**config.mk**
```make
export PLATFORM = sky130hd
export DESIGN_NAME = stream_pool_unit
export DESIGN_NICKNAME = d
export VERILOG_FILES = /design/src/rtl/stream_pool_unit.sv
export SDC_FILE = /design/constraint.sdc
export NUM_CORES = 1
export LEC_CHECK = 0
export CORE_MARGIN = 1.5
export CORE_UTILIZATION = 45
export DETAILED_ROUTE_END_ITERATION = 8
export PLACE_DENSITY = 0.67
export SETUP_SLACK_MARGIN = 0.3
export SLEW_MARGIN = 0
export SYNTH_ARGS = -nofsm -noshare
export SYNTH_HDL_FRONTEND = slang
export SYNTH_SLANG_ARGS = --single-unit
```
**constraint.sdc**
```tcl
create_clock -name clk -period 4.35 [get_ports clk]
set_input_delay 0.87 -clock clk [delete_from_list [all_inputs] [get_ports clk]]
set_output_delay 0.87 -clock clk [all_outputs]
set_load 0.01 [all_outputs]
```
**src/rtl/stream_pool_unit.sv**
```systemverilog
// Streaming POOL_SIZE x POOL_SIZE non-overlapping pooler that keeps one row of partial windows.
// Build option POOL_AVG_EN adds average pooling; without it the block is max-only and pool_mode is ignored.
module stream_pool_unit #(
    parameter int CHANNELS         = 8,
    parameter int FEATURE_BITWIDTH = 8,
    parameter int INPUT_WIDTH      = 12,
    parameter int INPUT_HEIGHT     = 12,
    parameter int POOL_SIZE        = 2
) (
    input  logic                                 clk,
    input  logic                                 rst_n,
    input  logic                                 soft_rst,
    input  logic                                 pool_mode,
    input  logic                                 s_valid,
    output logic                                 s_ready,
    input  logic [CHANNELS*FEATURE_BITWIDTH-1:0] s_data,
    output logic                                 m_valid,
    input  logic                                 m_ready,
    output logic [CHANNELS*FEATURE_BITWIDTH-1:0] m_data,
    output logic                                 m_last,
    output logic                                 frame_done
);
    localparam int OUTPUT_WIDTH  = INPUT_WIDTH / POOL_SIZE;
    localparam int OUTPUT_HEIGHT = INPUT_HEIGHT / POOL_SIZE;
    localparam int POOL_LOG2     = $clog2(POOL_SIZE);
`ifdef POOL_AVG_EN
    localparam int ACC_BITWIDTH  = FEATURE_BITWIDTH + 2 * POOL_LOG2;
`else
    localparam int ACC_BITWIDTH  = FEATURE_BITWIDTH;
`endif
    localparam int DW    = CHANNELS * FEATURE_BITWIDTH;
    localparam int COL_W = (INPUT_WIDTH > 1) ? $clog2(INPUT_WIDTH) : 1;
    localparam int ROW_W = (INPUT_HEIGHT > 1) ? $clog2(INPUT_HEIGHT) : 1;
    localparam int WX_W  = (OUTPUT_WIDTH > 1) ? $clog2(OUTPUT_WIDTH) : 1;

    localparam logic [COL_W-1:0]     COL_MAX      = COL_W'(INPUT_WIDTH - 1);
    localparam logic [ROW_W-1:0]     ROW_MAX      = ROW_W'(INPUT_HEIGHT - 1);
    localparam logic [COL_W:0]       COL_LIM      = (COL_W + 1)'(OUTPUT_WIDTH * POOL_SIZE);
    localparam logic [ROW_W:0]       ROW_LIM      = (ROW_W + 1)'(OUTPUT_HEIGHT * POOL_SIZE);
    localparam logic [COL_W-1:0]     COL_LAST_WIN = COL_W'(OUTPUT_WIDTH * POOL_SIZE - 1);
    localparam logic [ROW_W-1:0]     ROW_LAST_WIN = ROW_W'(OUTPUT_HEIGHT * POOL_SIZE - 1);
    localparam logic [POOL_LOG2-1:0] SUB_MAX      = POOL_LOG2'(POOL_SIZE - 1);

    logic [COL_W-1:0]        col_q, col_d;
    logic [ROW_W-1:0]        row_q, row_d;
    logic [POOL_LOG2-1:0]    cx_q, cx_d, ry_q, ry_d;
    logic [WX_W-1:0]         wx_q, wx_d, wx_idx_s;
    logic                    m_valid_q, m_valid_d;
    logic                    m_last_q, m_last_d;
    logic                    frame_done_q, frame_done_d;
    logic [DW-1:0]           m_data_q, m_data_d, pooled_s;
    logic [ACC_BITWIDTH-1:0] acc_q [OUTPUT_WIDTH][CHANNELS];
    logic [ACC_BITWIDTH-1:0] acc_d [OUTPUT_WIDTH][CHANNELS];

    logic accept_s, in_region_s, win_first_s, win_final_s, last_win_s, origin_s, eff_mode_s;

    assign s_ready     = !m_valid_q || m_ready;
    assign accept_s    = s_valid && s_ready;
    assign in_region_s = ({1'b0, col_q} < COL_LIM) && ({1'b0, row_q} < ROW_LIM);
    assign win_first_s = (cx_q == '0) && (ry_q == '0);
    assign win_final_s = (cx_q == SUB_MAX) && (ry_q == SUB_MAX);
    assign last_win_s  = (col_q == COL_LAST_WIN) && (row_q == ROW_LAST_WIN);
    assign origin_s    = (col_q == '0) && (row_q == '0);
    // Ragged-edge beats may push wx past the last window; keep the storage index in range.
    assign wx_idx_s    = in_region_s ? wx_q : '0;

`ifdef POOL_AVG_EN
    logic mode_q, mode_d;
    // The first beat of a frame already runs in the mode being latched on it.
    assign eff_mode_s = origin_s ? pool_mode : mode_q;

    // Frame mode latch: captured on the accepted beat at the frame origin.
    always_comb begin
        mode_d = mode_q;
        if (soft_rst) begin
            mode_d = 1'b0;
        end else if (accept_s && origin_s) begin
            mode_d = pool_mode;
        end else begin
            mode_d = mode_q;
        end
    end

    // Mode register.
    always_ff @(posedge clk or negedge rst_n) begin
        if (!rst_n) begin
            mode_q <= 1'b0;
        end else begin
            mode_q <= mode_d;
        end
    end
`else
    logic unused_pool_mode_s;
    assign unused_pool_mode_s = pool_mode;
    assign eff_mode_s         = 1'b0;
`endif

    // Raster position and window sub-counters, advanced only by accepted beats.
    always_comb begin
        col_d = col_q;
        row_d = row_q;
        cx_d  = cx_q;
        ry_d  = ry_q;
        wx_d  = wx_q;
        if (soft_rst) begin
            col_d = '0;
            row_d = '0;
            cx_d  = '0;
            ry_d  = '0;
            wx_d  = '0;
        end else if (accept_s) begin
            if (col_q == COL_MAX) begin
                col_d = '0;
                cx_d  = '0;
                wx_d  = '0;
                if (row_q == ROW_MAX) begin
                    row_d = '0;
                    ry_d  = '0;
                end else begin
                    row_d = row_q + 1'b1;
                    ry_d  = ry_q + 1'b1;
                end
            end else begin
                col_d = col_q + 1'b1;
                cx_d  = cx_q + 1'b1;
                if (cx_q == SUB_MAX) begin
                    wx_d = wx_q + 1'b1;
                end else begin
                    wx_d = wx_q;
                end
            end
        end else begin
            col_d = col_q;
        end
    end

    // Per-channel combine of the stored partial window with the incoming pixel.
    always_comb begin
        logic [ACC_BITWIDTH-1:0] pix_v;
        logic [ACC_BITWIDTH-1:0] cur_v;
        logic [ACC_BITWIDTH-1:0] comb_v;
        logic [ACC_BITWIDTH-1:0] avg_v;
        acc_d    = acc_q;
        pooled_s = '0;
        pix_v    = '0;
        cur_v    = '0;
        comb_v   = '0;
        avg_v    = '0;
        for (int ch = 0; ch < CHANNELS; ch++) begin
            pix_v = ACC_BITWIDTH'(s_data[ch*FEATURE_BITWIDTH +: FEATURE_BITWIDTH]);
            cur_v = acc_q[wx_idx_s][ch];
            if (eff_mode_s) begin
                comb_v = cur_v + pix_v;
                avg_v  = comb_v >> (2 * POOL_LOG2);
            end else begin
                comb_v = (cur_v > pix_v) ? cur_v : pix_v;
                avg_v  = comb_v;
            end
            pooled_s[ch*FEATURE_BITWIDTH +: FEATURE_BITWIDTH] = avg_v[FEATURE_BITWIDTH-1:0];
            if (accept_s && !soft_rst && in_region_s && !win_final_s) begin
                acc_d[wx_idx_s][ch] = win_first_s ? pix_v : comb_v;
            end else begin
                acc_d[wx_idx_s][ch] = acc_q[wx_idx_s][ch];
            end
        end
    end

    // Output register: a new result may replace one being handed off in the same cycle.
    always_comb begin
        m_valid_d    = m_valid_q;
        m_last_d     = m_last_q;
        m_data_d     = m_data_q;
        frame_done_d = 1'b0;
        if (soft_rst) begin
            m_valid_d    = 1'b0;
            m_last_d     = 1'b0;
            m_data_d     = '0;
            frame_done_d = 1'b0;
        end else begin
            frame_done_d = m_valid_q && m_ready && m_last_q;
            if (accept_s && in_region_s && win_final_s) begin
                m_valid_d = 1'b1;
                m_last_d  = last_win_s;
                m_data_d  = pooled_s;
            end else if (m_ready) begin
                m_valid_d = 1'b0;
                m_last_d  = 1'b0;
            end else begin
                m_valid_d = m_valid_q;
            end
        end
    end

    // Control and output registers.
    always_ff @(posedge clk or negedge rst_n) begin
        if (!rst_n) begin
            col_q        <= '0;
            row_q        <= '0;
            cx_q         <= '0;
            ry_q         <= '0;
            wx_q         <= '0;
            m_valid_q    <= 1'b0;
            m_last_q     <= 1'b0;
            m_data_q     <= '0;
            frame_done_q <= 1'b0;
        end else begin
            col_q        <= col_d;
            row_q        <= row_d;
            cx_q         <= cx_d;
            ry_q         <= ry_d;
            wx_q         <= wx_d;
            m_valid_q    <= m_valid_d;
            m_last_q     <= m_last_d;
            m_data_q     <= m_data_d;
            frame_done_q <= frame_done_d;
        end
    end

    // Window storage needs no reset: the first beat of every window overwrites it.
    always_ff @(posedge clk) begin
        acc_q <= acc_d;
    end

    assign m_valid    = m_valid_q;
    assign m_last     = m_last_q;
    assign m_data     = m_data_q;
    assign frame_done = frame_done_q;
endmodule

```
==> impl_metrics.json <==
{
  "slew_headroom_pct": 28.6,
  "start_util_pct": 45.4,
  "p_leak_uw": 0.0119,
  "worstPathRequired_ns": 4.81,
  "layout_commonest_cell": "nand2_1",
  "worst-path-buf-inv": 3,
  "sw_frac_of_total_pct": 32.8,
  "cts_buffers": 53,
  "yosys_warnings": 0,
  "tns_ns": 0,
  "wl_um": 77500,
  "p_per_area_nw_per_um2": 464,
  "crit_top_cell": "buf_4",
  "ios": 138,
  "drc": 0,
  "cpPeakStageDelay_ns": 0.58,
  "skew_ns": 0.0238,
  "rr_worst_depth": 12,
  "ys_ff_latch": 464,
  "fp.dieH_um": 257,
  "finalCriticalPeriod_ns": 3.88,
  "synthArstFlopShare_pct": 17.2,
  "ys_types": 72,
  "crit_chain": "or3_2, buf_4, a21oi_1, nor4b_4, buf_4, ha_1, and4b_1, a211oi_1, o22ai_1, a21oi_4, buf_4, mux2i_1",
  "io_buffers": 136,
  "synth_edf_count": 384,
  "worstSetupPathType": "reg -> reg",
  "grt_pass1_wl_um": 121000,
  "clk_pin_slew_ns": 0.06,
  "max_freq_mhz": 258,
  "dp.cells": 3660,
  "seq_area_frac_synth_pct": 46.4,
  "clock-sinks": 464,
  "arrival_ns": 4.33,
  "area_growth_pct": 15.0,
  "grt_max_degree": 187,
  "antenna_left": 0,
  "worst-path-max-fanout": 18,
  "vias_per_cell": 5.83,
  "rsz0062_at_grt": "false",
  "wl_per_cell_um": 20.5,
  "clkPwrFrac_pct": 29.8,
  "gp_congestion": 0.810,
  "outcome": "finished clean",
  "antenna_found_initial": 1,
  "tightest_slew_ns": 1.07,
  "timing.hold.ws_ns": 0.440,
  "hold_class": "in -> async",
  "setup_viol": 0,
  "vdd_drop_max_mv": 0.308,
  "syn-num-nets": 2934,
  "drv_slew": 0,
  "die_w_um": 257,
  "grt_pass1_vias": 21900,
  "vias": 22000,
  "layout.nets": 3018,
  "max_cap_viol_count": 0,
  "dr.pass1.iters": 8,
  "core_area_sq_um": 64200,
  "start_kind": "flip-flop",
  "final_cell_mix": "nand2_1 (775), mux2i_1 (442), edfxtp_1 (384), clkdlybuf4s50_1 (135), nand3_1 (119)",
  "p_sw_uw": 5100,
  "cts_tree": "built",
  "grt_remaining_overflow": 0,
  "netlist_area_sq_um": 29100,
  "n_antenna_cell": 0,
  "drive_gt1_share_pct": 12.5,
  "p_int_uw": 10400,
  "clock_latency_ns": 0.61,
  "first_iter_violations": 1855,
  "synth_top_flop_cell": "edfxtp_1",
  "synth_area_per_cell_sq_um": 10.4,
  "cp-end-kind": "flip-flop",
  "synth_cells": 2797,
  "ctsHtreeMaxLevel": 2,
  "instances_no_fill": 3781,
  "std_cell_rows": 93,
  "cts-root-buf": "clkbuf_16",
  "hold_viol": 0,
  "cp_slowest_cell": "dfrtp_4",
  "clockBufferDepth": 3,
  "combPwrFrac_pct": 34.2,
  "min_period_over_period_pct": 89.2,
  "grt_use_total_pct": 22.9,
  "die_area_sq_um": 66300,
  "critPathTopFamily": "compound AO/OA/AOI/OAI gates",
  "cp_num_cells": 12,
  "dp_hpwl_um": 46200,
  "seq_power_share_pct": 36.0
}
per-stage QoR:
step / setup WS, ns / util, % / power [uW] / area [sq um]
2_1_floorplan: 0.868 / - / 9310 / 29100
3_3_place_gp: 0.320 / 49.0 / 10600 / 31400
3_5_place_dp: 0.128 / 49.0 / 10800 / 31400
4_1_cts: 0.307 / 51.8 / 15400 / 33300
5_1_grt: 0.299 / 52.2 / 16300 / 33500
6_report: 0.471 / 52.2 / 15500 / 33500
synthesized netlist by cell type, drive strengths merged (15+ instances only):
master	n	area share, %
a21oi	74	1.3
inv	108	1.4
clkbuf	66	0.85
ha	67	2.9
mux2i	442	15
buf	171	3.9
dfrtp	80	6.9
edfxtp	384	40
o21ai	38	0.65
o311ai	15	0.50
nand2	775	10
o221ai	46	1.4
nand3	119	2.0
a211oi	54	1.4
and2	19	0.41
nor2	18	0.25
mux2	57	2.2
nor3	51	0.89
a221o	18	0.62
nor4b	48	3.7
power by group through the flow:
stage	registers, uW	logic, uW	clock network [uW]
after floorplan	5650	3660	0
after global placement	5670	4930	0
after detailed placement	5680	5100	0
after CTS	5600	5140	4690
after global routing	5640	5820	4840
final	5600	5310	4630
final cells by class:
type                    count  area, sq um
fillers                  5626        30700
multi-input cells        1989        14000
flip-flops and latches    464        13500
repair buffers            265         2680
clock buffers              72         1500
well taps                 855         1070
inverters                 108          418
clock inverters            28          283
routing by layer:
metal	track usage (%)	part of all wire, %	vias to the layer above
li1	-	-	10300
met2	40.7	51	683
met4	8.07	2.6	2
met3	2.44	5.7	134
met5	0	0.015	-
met1	28.7	41	11000
repair_timing:
action / in CTS / in global routing
setup endpoints to repair: 104 / 278
cloned: 1 / 1
hold buffers: 0 / 0
pin swaps: 2 / 9
buffers inserted: 1 / 18
gates resized for setup: 4 / 14
path summary, 6_finish.rpt:
check                                       start                     end  slack, ns
min reg2reg                m_data[34]$_DFFE_PN0P_  m_data[34]$_DFFE_PN0P_       0.49
max                           wx_q[0]$_DFFE_PN0P_    acc_q[339]$_DFFE_PP_       0.47
max reg2reg                   wx_q[0]$_DFFE_PN0P_    acc_q[339]$_DFFE_PP_       0.47
max in group asynchronous                   rst_n  m_data[26]$_DFFE_PN0P_       2.98
min in group clk           m_data[34]$_DFFE_PN0P_  m_data[34]$_DFFE_PN0P_       0.49
min                                         rst_n  m_data[44]$_DFFE_PN0P_       0.44
cell families (layout without fill, tap and decap cells):
kind of cell	count (synthesis)	in the layout	share of synthesized area, %
muxes	499	499	17.4
and+or+nand+nor	1121	1121	19.6
AOI/OAI and AO/OA	301	302	7.56
adders and majority gates	67	67	2.88
buffers and inverters	345	473	6.12
DFF	464	464	46.4
registers in the layout, summed over array words and instances (netlist names):
signal / cells
wx_q: 3
cx_q: 1
m_data: 64
m_valid: 1
frame_done: 1
col_q: 4
row_q: 4
ry_q: 1
m_last: 1
acc_q: 384
Note: power is estimated with default switching activity, not from simulation.
